===== config.mk =====
export PLATFORM = sky130hd
export DESIGN_NAME = dice_roll_ctrl
export DESIGN_NICKNAME = d
export VERILOG_FILES = /design/src/rtl/dice_roll_ctrl.sv
export SDC_FILE = /design/constraint.sdc
export NUM_CORES = 1
export LEC_CHECK = 0
export ABC_CLOCK_PERIOD_IN_PS = 2400
export CORE_MARGIN = 3
export CORE_UTILIZATION = 35
export CTS_CLUSTER_DIAMETER = 100
export DETAILED_ROUTE_END_ITERATION = 12
export GPL_ROUTABILITY_DRIVEN = 0
export GPL_TIMING_DRIVEN = 0
export PLACE_DENSITY = 0.52
export SLEW_MARGIN = 30
export SYNTH_ARGS = -nofsm -noshare
export SYNTH_HDL_FRONTEND = slang
export SYNTH_SLANG_ARGS = --single-unit

===== constraint.sdc =====
create_clock -name clk -period 2.4 [get_ports clk]
set_clock_uncertainty 0.05 [all_clocks]
set_input_delay 0.36 -clock clk [delete_from_list [all_inputs] [get_ports clk]]
set_output_delay 0.36 -clock clk [all_outputs]
set_load 0.01 [all_outputs]

===== src/rtl/dice_roll_ctrl.sv =====
// Dice roll controller: builds a K-bit sample from a serial random bit stream, rejects
// out-of-range samples with bounded retry, and falls back to a modular fold when retries run out.
module dice_roll_ctrl #(
  parameter int unsigned MAX_TRIES = 8
) (
  input  logic       clk,
  input  logic       reset_n,
  input  logic       rand_bit,
  input  logic       roll_req,
  input  logic [4:0] sides,
  input  logic       result_ack,
  output logic       busy,
  output logic       result_valid,
  output logic [4:0] result,
  output logic       err,
  output logic       exhausted
);

  localparam int unsigned SW = 5;
  localparam int unsigned CW = 3;
  localparam int unsigned TW = 4;
  localparam logic [TW-1:0] LAST_TRY = TW'(MAX_TRIES - 1);
  localparam logic [SW-1:0] MIN_SIDES = SW'(2);
  localparam logic [SW-1:0] MAX_SIDES = SW'(20);

  typedef enum logic [1:0] {
    IDLE    = 2'd0,
    COLLECT = 2'd1,
    CHECK   = 2'd2,
    HOLD    = 2'd3
  } state_t;

  state_t        state;
  logic [SW-1:0] s_reg;
  logic [SW-1:0] sample;
  logic [CW-1:0] bitcnt;
  logic [TW-1:0] tries;
  logic [CW-1:0] k_bits;
  logic          sides_ok;

  // Smallest bit width whose range covers 0..s_reg-1.
  always_comb begin
    k_bits = CW'(5);
    if (s_reg <= SW'(2))       k_bits = CW'(1);
    else if (s_reg <= SW'(4))  k_bits = CW'(2);
    else if (s_reg <= SW'(8))  k_bits = CW'(3);
    else if (s_reg <= SW'(16)) k_bits = CW'(4);
  end

  assign sides_ok = (sides >= MIN_SIDES) && (sides <= MAX_SIDES);

  always_ff @(posedge clk or negedge reset_n) begin
    if (!reset_n) begin
      state        <= IDLE;
      s_reg        <= '0;
      sample       <= '0;
      bitcnt       <= '0;
      tries        <= '0;
      busy         <= 1'b0;
      result_valid <= 1'b0;
      result       <= '0;
      err          <= 1'b0;
      exhausted    <= 1'b0;
    end else begin
      unique case (state)
        IDLE: begin
          if (roll_req) begin
            s_reg     <= sides;
            sample    <= '0;
            bitcnt    <= '0;
            tries     <= '0;
            busy      <= 1'b1;
            result    <= '0;
            exhausted <= 1'b0;
            if (sides_ok) begin
              err   <= 1'b0;
              state <= COLLECT;
            end else begin
              err          <= 1'b1;
              result_valid <= 1'b1;
              state        <= HOLD;
            end
          end
        end
        COLLECT: begin
          sample <= {sample[SW-2:0], rand_bit};
          bitcnt <= bitcnt + CW'(1);
          if (bitcnt + CW'(1) == k_bits) begin
            state <= CHECK;
          end
        end
        CHECK: begin
          if (sample < s_reg) begin
            result       <= sample + SW'(1);
            exhausted    <= 1'b0;
            result_valid <= 1'b1;
            state        <= HOLD;
          end else if (tries < LAST_TRY) begin
            tries  <= tries + TW'(1);
            sample <= '0;
            bitcnt <= '0;
            state  <= COLLECT;
          end else begin
            // sample < 2*s_reg here, so the fold always lands in 1..s_reg.
            result       <= sample - s_reg + SW'(1);
            exhausted    <= 1'b1;
            result_valid <= 1'b1;
            state        <= HOLD;
          end
        end
        HOLD: begin
          if (result_ack) begin
            busy         <= 1'b0;
            result_valid <= 1'b0;
            state        <= IDLE;
          end
        end
        default: state <= IDLE;
      endcase
    end
  end

endmodule


After elaboration in Yosys (flattened, before gate mapping)
Cells that the tools add are included.
- word-level logic and storage cells: 85
- output and inout bits: 9
- input port bits: 10
- bits in registers: 28
- muxes and demuxes: 38
- $add $sub $neg: 5
- magnitude comparators: 8
- reductions and logical operators: 13
- equal/unequal tests: 11
- operators by type and width (cell ; number):
    5-bit two-way mux ; 5
    3-bit two-way mux ; 6
    5-bit case mux with 3 select lines ; 1
    2-bit two-way mux ; 6
    4-bit two-way mux ; 3
    2-bit != test, second input constant ; 6
    5-bit by 1-bit adder with 5-bit output, second input constant ; 2
    5-bit <= comparator, second input constant ; 2
    1-bit two-way mux ; 10
    5-bit case mux with 2 select lines ; 1
    3-bit case mux with 3 select lines ; 1
    3-bit AND reduction ; 3
    2-bit case mux with 4 select lines ; 1
    4-bit case mux with 2 select lines ; 1
    4-bit AND reduction ; 2
    3-bit nonzero test ; 2
    5-bit by 2-bit greater-or-equal comparator with 1-bit output, second input constant ; 1
    5-bit by 2-bit <= comparator with 1-bit output, second input constant ; 1
    5-bit by 3-bit <= comparator with 1-bit output, second input constant ; 1
    5-bit by 4-bit <= comparator with 1-bit output, second input constant ; 1
    5-bit less-than comparator ; 1
    5-bit AND reduction ; 1
    5-bit subtractor ; 1
    4-bit by 1-bit adder with 4-bit output, second input constant ; 1
    other kinds (12) ; 15

Longest topological paths before layout
Gate-level depths: netlist of the first run.
- word-level depth: 8
- mapped depth: 10
- depth with buffers taken out: 10

Worst setup path before layout of the first run
OpenSTA, ideal clock, no wires.
- path kind: register -> register
- start point: reg s_reg[3]
- end point: reg bitcnt[0]
- stages on the path, launching flop included: 9
- required time: 2225 ps
- arrival time: 1880 ps
- period minus slack after synthesis: 2055 ps
- setup time: 125 ps
- buffers on the path: 0
- setup slack: 345 ps
- cells stage by stage: dfrtp_1 inv_1 ha_1 inv_1 fa_1 and2_1 a21boi_4 a31oi_4 mux2_2
- longest elaborated chain between the ends: 3
- RTL lines (item ; line ; source):
    from (decl) ; 34 ; logic [SW-1:0] s_reg;
    from (signal assigned) ; 68 ; s_reg <= sides;
    5-bit less-than comparator ; 93 ; if (sample < s_reg) begin
    2-bit != test (no line) ; -- ;
    4-bit AND reduction (no line) ; -- ;
    to (signal assigned) ; 87 ; bitcnt <= bitcnt + CW'(1);
    to (decl) ; 36 ; logic [CW-1:0] bitcnt;
Every way passes these cells.
A chain may end at the register's enable or synchronous reset.

Final worst setup path of the first run
Ends and elaborated chain as after synthesis.

==> results.toml, run 1 <==
[power_and_ir_drop]
p_per_area_mw_per_mm2 = 1450
power.leakage_nw = 0.928
irDropWorstVdd_mv = 0.535

[clock_network]
cts_root_buf = "clkbuf_8"
cts_buffers = 3
cts_htree_levels = 1
cts_buffer_depth = 2
clk_pin_slew_ns = 0.10
tritoncts = "built"
clkLatencyLatePin_ns = 0.27
clock_sinks = 28

[drt]
wl_per_cell_microns = 14.5
vias = 1417
drt_pass1_iterations = 4
wl_met1_microns = 1850
drtIter0Drc = 80
wl_met2_microns = 1980
wirelength_microns = 3900
routed.top_layer = "met4"
route.detailed.drc = 0
ant_nets = 0
met3_length_microns = 46
routed_via_density = 5.27

[worst_setup_path]
cp.arrival_ns = 2.34
crit_required_ns = 2.52
startpoint_type = "flop"
critPathKind = "reg2reg"
rrSetupSlack_ns = 0.18
worstSetupEndpoint = "bitcnt[0]"
endpoint_kind = "flop"
reg2regPathDepth = 8
reg2reg_from = "s_reg[3]"
path_max_fanout = 8
cp-startpoint = "s_reg[3]"
reg2reg_to = "bitcnt[0]"

[timing]
timing.setup.tns_ns = 0
finalSetupViolCount = 0
finalCritPeriodShare_pct = 92.5
whs_ns = 0.0399
rsz0062_at_grt = "no"
worst_slew_pin_slew_ns = 0.753
max_freq_ghz = 0.451
finalHoldViolCount = 0
finalCriticalPeriod_ns = 2.22
max-slew-margin-rel_pct = 49.1
drv_slew = 0

[layout]
final_util_pct = 44.2
layout.cells.most_common_list = "dfrtp_1, clkdlybuf4s50_1, inv_1"
final_common_cell = "dfrtp_1"
diodes = 0
design_area_sq_mm = 0.00213
nets = 228
stdcell_count = 269
fillers = 476
syn_to_final_growth_pct = 19.9
drive_above_1_share_pct = 9.41

[yosys]
ys_types = 50
yosys_warnings = 0
synth_flop_cell = "dfrtp_1"
syn_area_sq_mm = 0.00177
yosysTopAreaCellShare_pct = 39.5
synth_edf_count = 0
postSynthCellCount = 178
syn_area_per_cell_sq_um = 9.97
synth-seq-cells = 28
ys_seq_area_share_pct = 39.5
synthTopCellsByArea = "dfrtp_1, ha_1, a22o_1"
synthArstFlopShare_pct = 100
synth_area_leader_cell = "dfrtp_1"
synth_nets = 203

[place]
place_area_sq_mm = 0.00203
place_inst = 263
dpl.hpwl_microns = 3080
portBuffers = 18

[grt]
grt_usage_pct = 14.0
grt_max_degree = 29
grt_overflow_total = 0
grt_pass1_vias = 1506
antenna_found_initial = 0
grt_pass1_wl_microns = 6890

[min_path]
hold_path_class = "in2async"

[die]
die_w_microns = 77.2
coreArea_sq_mm = 0.00482
pin_count = 19
die_h_microns = 77.2
initial_core_util_pct = 36.8
die_area_sq_mm = 0.00596
num_rows = 25

[outcome]
outcome = "completed"

[flow_run]
cap_violations = 0
## layout make-up
class / count / area (sq um) / share of cell area, %
Multi-Input combinational cell: 131 / 1010 / 47.4
Sequential cell: 28 / 701 / 32.9
Timing Repair Buffer: 20 / 190 / 8.94
Tap cell: 67 / 83.8 / 3.94
Inverter: 15 / 56.3 / 2.65
Clock buffer: 3 / 41.3 / 1.94
Clock inverter: 1 / 30.0 / 1.41
Buffer: 4 / 16.3 / 0.765
## metrics by stage
stage          total power [mW]  setup WS (ns)
3_5_place_dp               2.65         0.0990
2_1_floorplan              2.15          0.345
6_report                   3.08          0.181
3_3_place_gp               2.62          0.106
4_1_cts                    3.04         0.0872
5_1_grt                    3.38         0.0357
## cell usage after synthesis (all sizes together) (2+ instances only)
library cell,number
a211oi,2
a21boi,2
a21oi,10
a22o,8
a31oi,3
and2,2
clkbuf,3
dfrtp,28
fa,2
ha,13
inv,15
mux2,3
mux2i,3
nand2,14
nand2b,2
nand3,4
nor2,9
nor2b,4
nor3,2
o2111ai,2
o211ai,4
o21a,3
o21ai,11
o31ai,4
xnor2,5
xor2,2
## repair_timing
action / CTS / global route
setup endpoints to repair: 0 / 3
gates resized for setup: 0 / 1
hold endpoints to repair: 0 / 0
hold buffers: 0 / 0
setup buffers: 0 / 2
## how the worst min path moves through the flow
| stage | from | to | slack [ns] | cells past startpoint |
|---|---|---|---|---|
| 6_report | reset_n | result[2] | 0.04 | 1 |
| 5_1_grt | reset_n | result[3] | 0.09 | 1 |
| 4_1_cts | reset_n | result[2] | 0.06 | 1 |
| 3_5_place_dp | reset_n | result[2] | 0.37 | 1 |
| 3_3_place_gp | err | err | 0.42 | 2 |
| 2_1_floorplan | reset_n | bitcnt[0] | 0.01 | 0 |
## critical path, stage by stage, from the launching register on
cell	delay, ns
dfrtp_1	0.42
inv_1	0.15
ha_1	0.16
inv_1	0.04
fa_1	0.37
and2_1	0.21
a21boi_4	0.24
a31oi_4	0.17
mux2_2	0.30
## per-layer routing
layer | up-vias | GRT usage [%]
li1 | 698 | -
met1 | 709 | 18.3
met2 | 8 | 24.4
met3 | 2 | 1.76
met4 | 0 | 3.56
met5 | - | 0
## cells by family after synthesis
kind of cell,share of synthesized area [%]
DFF,39.5
adders and majority gates,11.4
and+or+nand+nor,13.3
AOI/OAI and AO/OA,24.7
muxes,3.60
buffers and inverters,4.09
xor gates and xnor gates,3.46
## power breakdown
group / switching (mW) / leakage [nW] / internal (mW) / total, mW
combinational: 0.995 / 0.534 / 0.845 / 1.84
sequential: 0.210 / 0.358 / 0.657 / 0.867
clock: 0.150 / 0.0357 / 0.223 / 0.373
total: 1.35 / 0.928 / 1.73 / 3.08
No activity file was read; power rests on OpenSTA's default activity.
==> run 2: changes to the inputs <==
Settings changed: PLACE_DENSITY 0.52 to 0.65.
==> run 2 against run 1 <==
- critical path depth stayed put
- setup slack got worse by 0.025 ns
- critical path type unchanged
- critical endpoint unchanged
- power down 3.3%
- first-iteration DRC count down 23%
- global-route usage shrank 0.48 points
- fmax decreased by 1.1%
- core utilization fell by 0.23 points
- non-clock buffer count is the same
- largest power group unchanged
==> results.toml, run 2 (synthesized netlist as in run 1, its figures left out) <==
[outcome]
outcome = "completed"

[flow_run]
cap_violations = 0

[layout]
fillers = 510
multi_input_area_sq_mm = 0.00101
syn_to_final_growth_pct = 19.3
final_common_cell = "dfrtp_1"
diodes = 0
stdcell_count = 269
drive_above_1_share_pct = 9.41
nets = 228
layout.cells.most_common_list = "dfrtp_1, clkdlybuf4s50_1, inv_1"
seqCellArea_sq_um = 701

[clock_network]
cts_buffers = 3
cts_htree_levels = 1
clkLatencyLatePin_ns = 0.27
cts_root_buf = "clkbuf_8"
tritoncts = "built"
clk_pin_slew_ns = 0.10
cts_buffer_depth = 2
clock_sinks = 28

[worst_setup_path]
critPathKind = "reg2reg"
startpoint_type = "flop"
path_max_fanout = 8
reg2regPathDepth = 8
crit_required_ns = 2.52
cp.arrival_ns = 2.36
endpoint_kind = "flop"

[grt]
use_met2_pct = 21.2
grt_util_met3_pct = 1.88
grt_pass1_wl_microns = 6580
antenna_found_initial = 0
grt_pass1_vias = 1400
grt_overflow_total = 0
grt_busiest_layer = "met2"
grt_usage_pct = 13.5
grt_max_degree = 29
use_met1_pct = 19.6

[power_and_ir_drop]
p_per_area_mw_per_mm2 = 1410
irDropWorstVdd_mv = 0.534
power.leakage_nw = 0.922

[timing]
worst_slew_pin_slew_ns = 0.793
finalCritPeriodShare_pct = 93.5
drv_slew = 0
finalHoldViolCount = 0
rsz0062_at_grt = "no"
finalSetupViolCount = 0
finalCriticalPeriod_ns = 2.24
max-slew-margin-rel_pct = 46.5
max_freq_ghz = 0.446
timing.setup.tns_ns = 0

[place]
place_inst = 263
dpl.hpwl_microns = 2880
portBuffers = 18

[die]
coreArea_sq_mm = 0.00482
pin_count = 19
die_h_microns = 77.2
num_rows = 25
die_w_microns = 77.2
die_area_sq_mm = 0.00596
initial_core_util_pct = 36.8

[min_path]
hold_path_class = "in2async"

[drt]
wl_per_cell_microns = 13.8
ant_nets = 0
drt_pass1_iterations = 4
wirelength_microns = 3720
drtIter0Drc = 62
route.detailed.drc = 0
routed_via_density = 5.07
vias = 1364
-- run 2: cell count changes in the layout (fill, tap and decap cells not counted) --
| cell | previous run | this run |
|---|---|---|
| bufinv_16 | 1 | 0 |
| nor2_2 | 1 | 0 |
| clkbuf_8 | 3 | 4 |
| nor2_4 | 0 | 1 |
-- run 2: metrics by stage --
stage,area (sq um),power (mW),setup slack [ns],hold WS [ns],utilization [%]
floorplan,1770,2.15,0.345,0.0144,-
detailed placement,2030,2.63,0.102,0.367,42.2
finish,2120,2.98,0.156,0.0407,43.9
global placement,2040,2.61,0.153,0.421,42.3
CTS,2090,2.94,0.0920,0.0670,43.4
global route,2120,3.33,0.0237,0.0830,43.9
-- run 2: repair_timing --
action | in CTS | in global routing
hold buffers | 0 | 0
buffers inserted | 0 | 2
setup endpoints to repair | 0 | 4
gates resized for setup | 0 | 2
-- run 2: cell type report --
type | count | area share (%)
Tap cell | 67 | 3.96
Timing Repair Buffer | 20 | 8.99
Inverter | 15 | 2.66
Buffer | 4 | 0.769
Multi-Input combinational cell | 131 | 47.9
Clock buffer | 4 | 2.60
Sequential cell | 28 | 33.1
-- run 2: per-layer routing --
layer / routed length, microns / vias up
li1: - / 695
met5: 0 / -
met2: 1710 / 11
met4: 22 / 0
met1: 1930 / 656
met3: 54 / 2
-- run 2: worst paths after layout --
path | startpoint | endpoint | slack (ns)
max | s_reg[3] | bitcnt[0] | 0.16
min | reset_n | s_reg[1] | 0.04
max reg2reg | s_reg[3] | bitcnt[0] | 0.16
min reg2reg | err | err | 0.45
max in group asynchronous | reset_n | result_valid | 1.84
min in group clk | err | err | 0.45
-- run 2: where the power goes --
part / total, mW / internal (mW) / leakage (nW) / switching [mW]
registers: 0.873 / 0.657 / 0.358 / 0.216
clock network: 0.292 / 0.147 / 0.0288 / 0.146
logic: 1.81 / 0.849 / 0.536 / 0.963
-- run 2: worst max-delay path, cell delays in order, from the launching register on --
cell and delay, ns:
dfrtp_1 0.43, inv_1 0.15, ha_1 0.17, inv_1 0.05, fa_1 0.36, and2_1 0.22, a21boi_4 0.25, a31oi_4 0.17
mux2_2 0.29
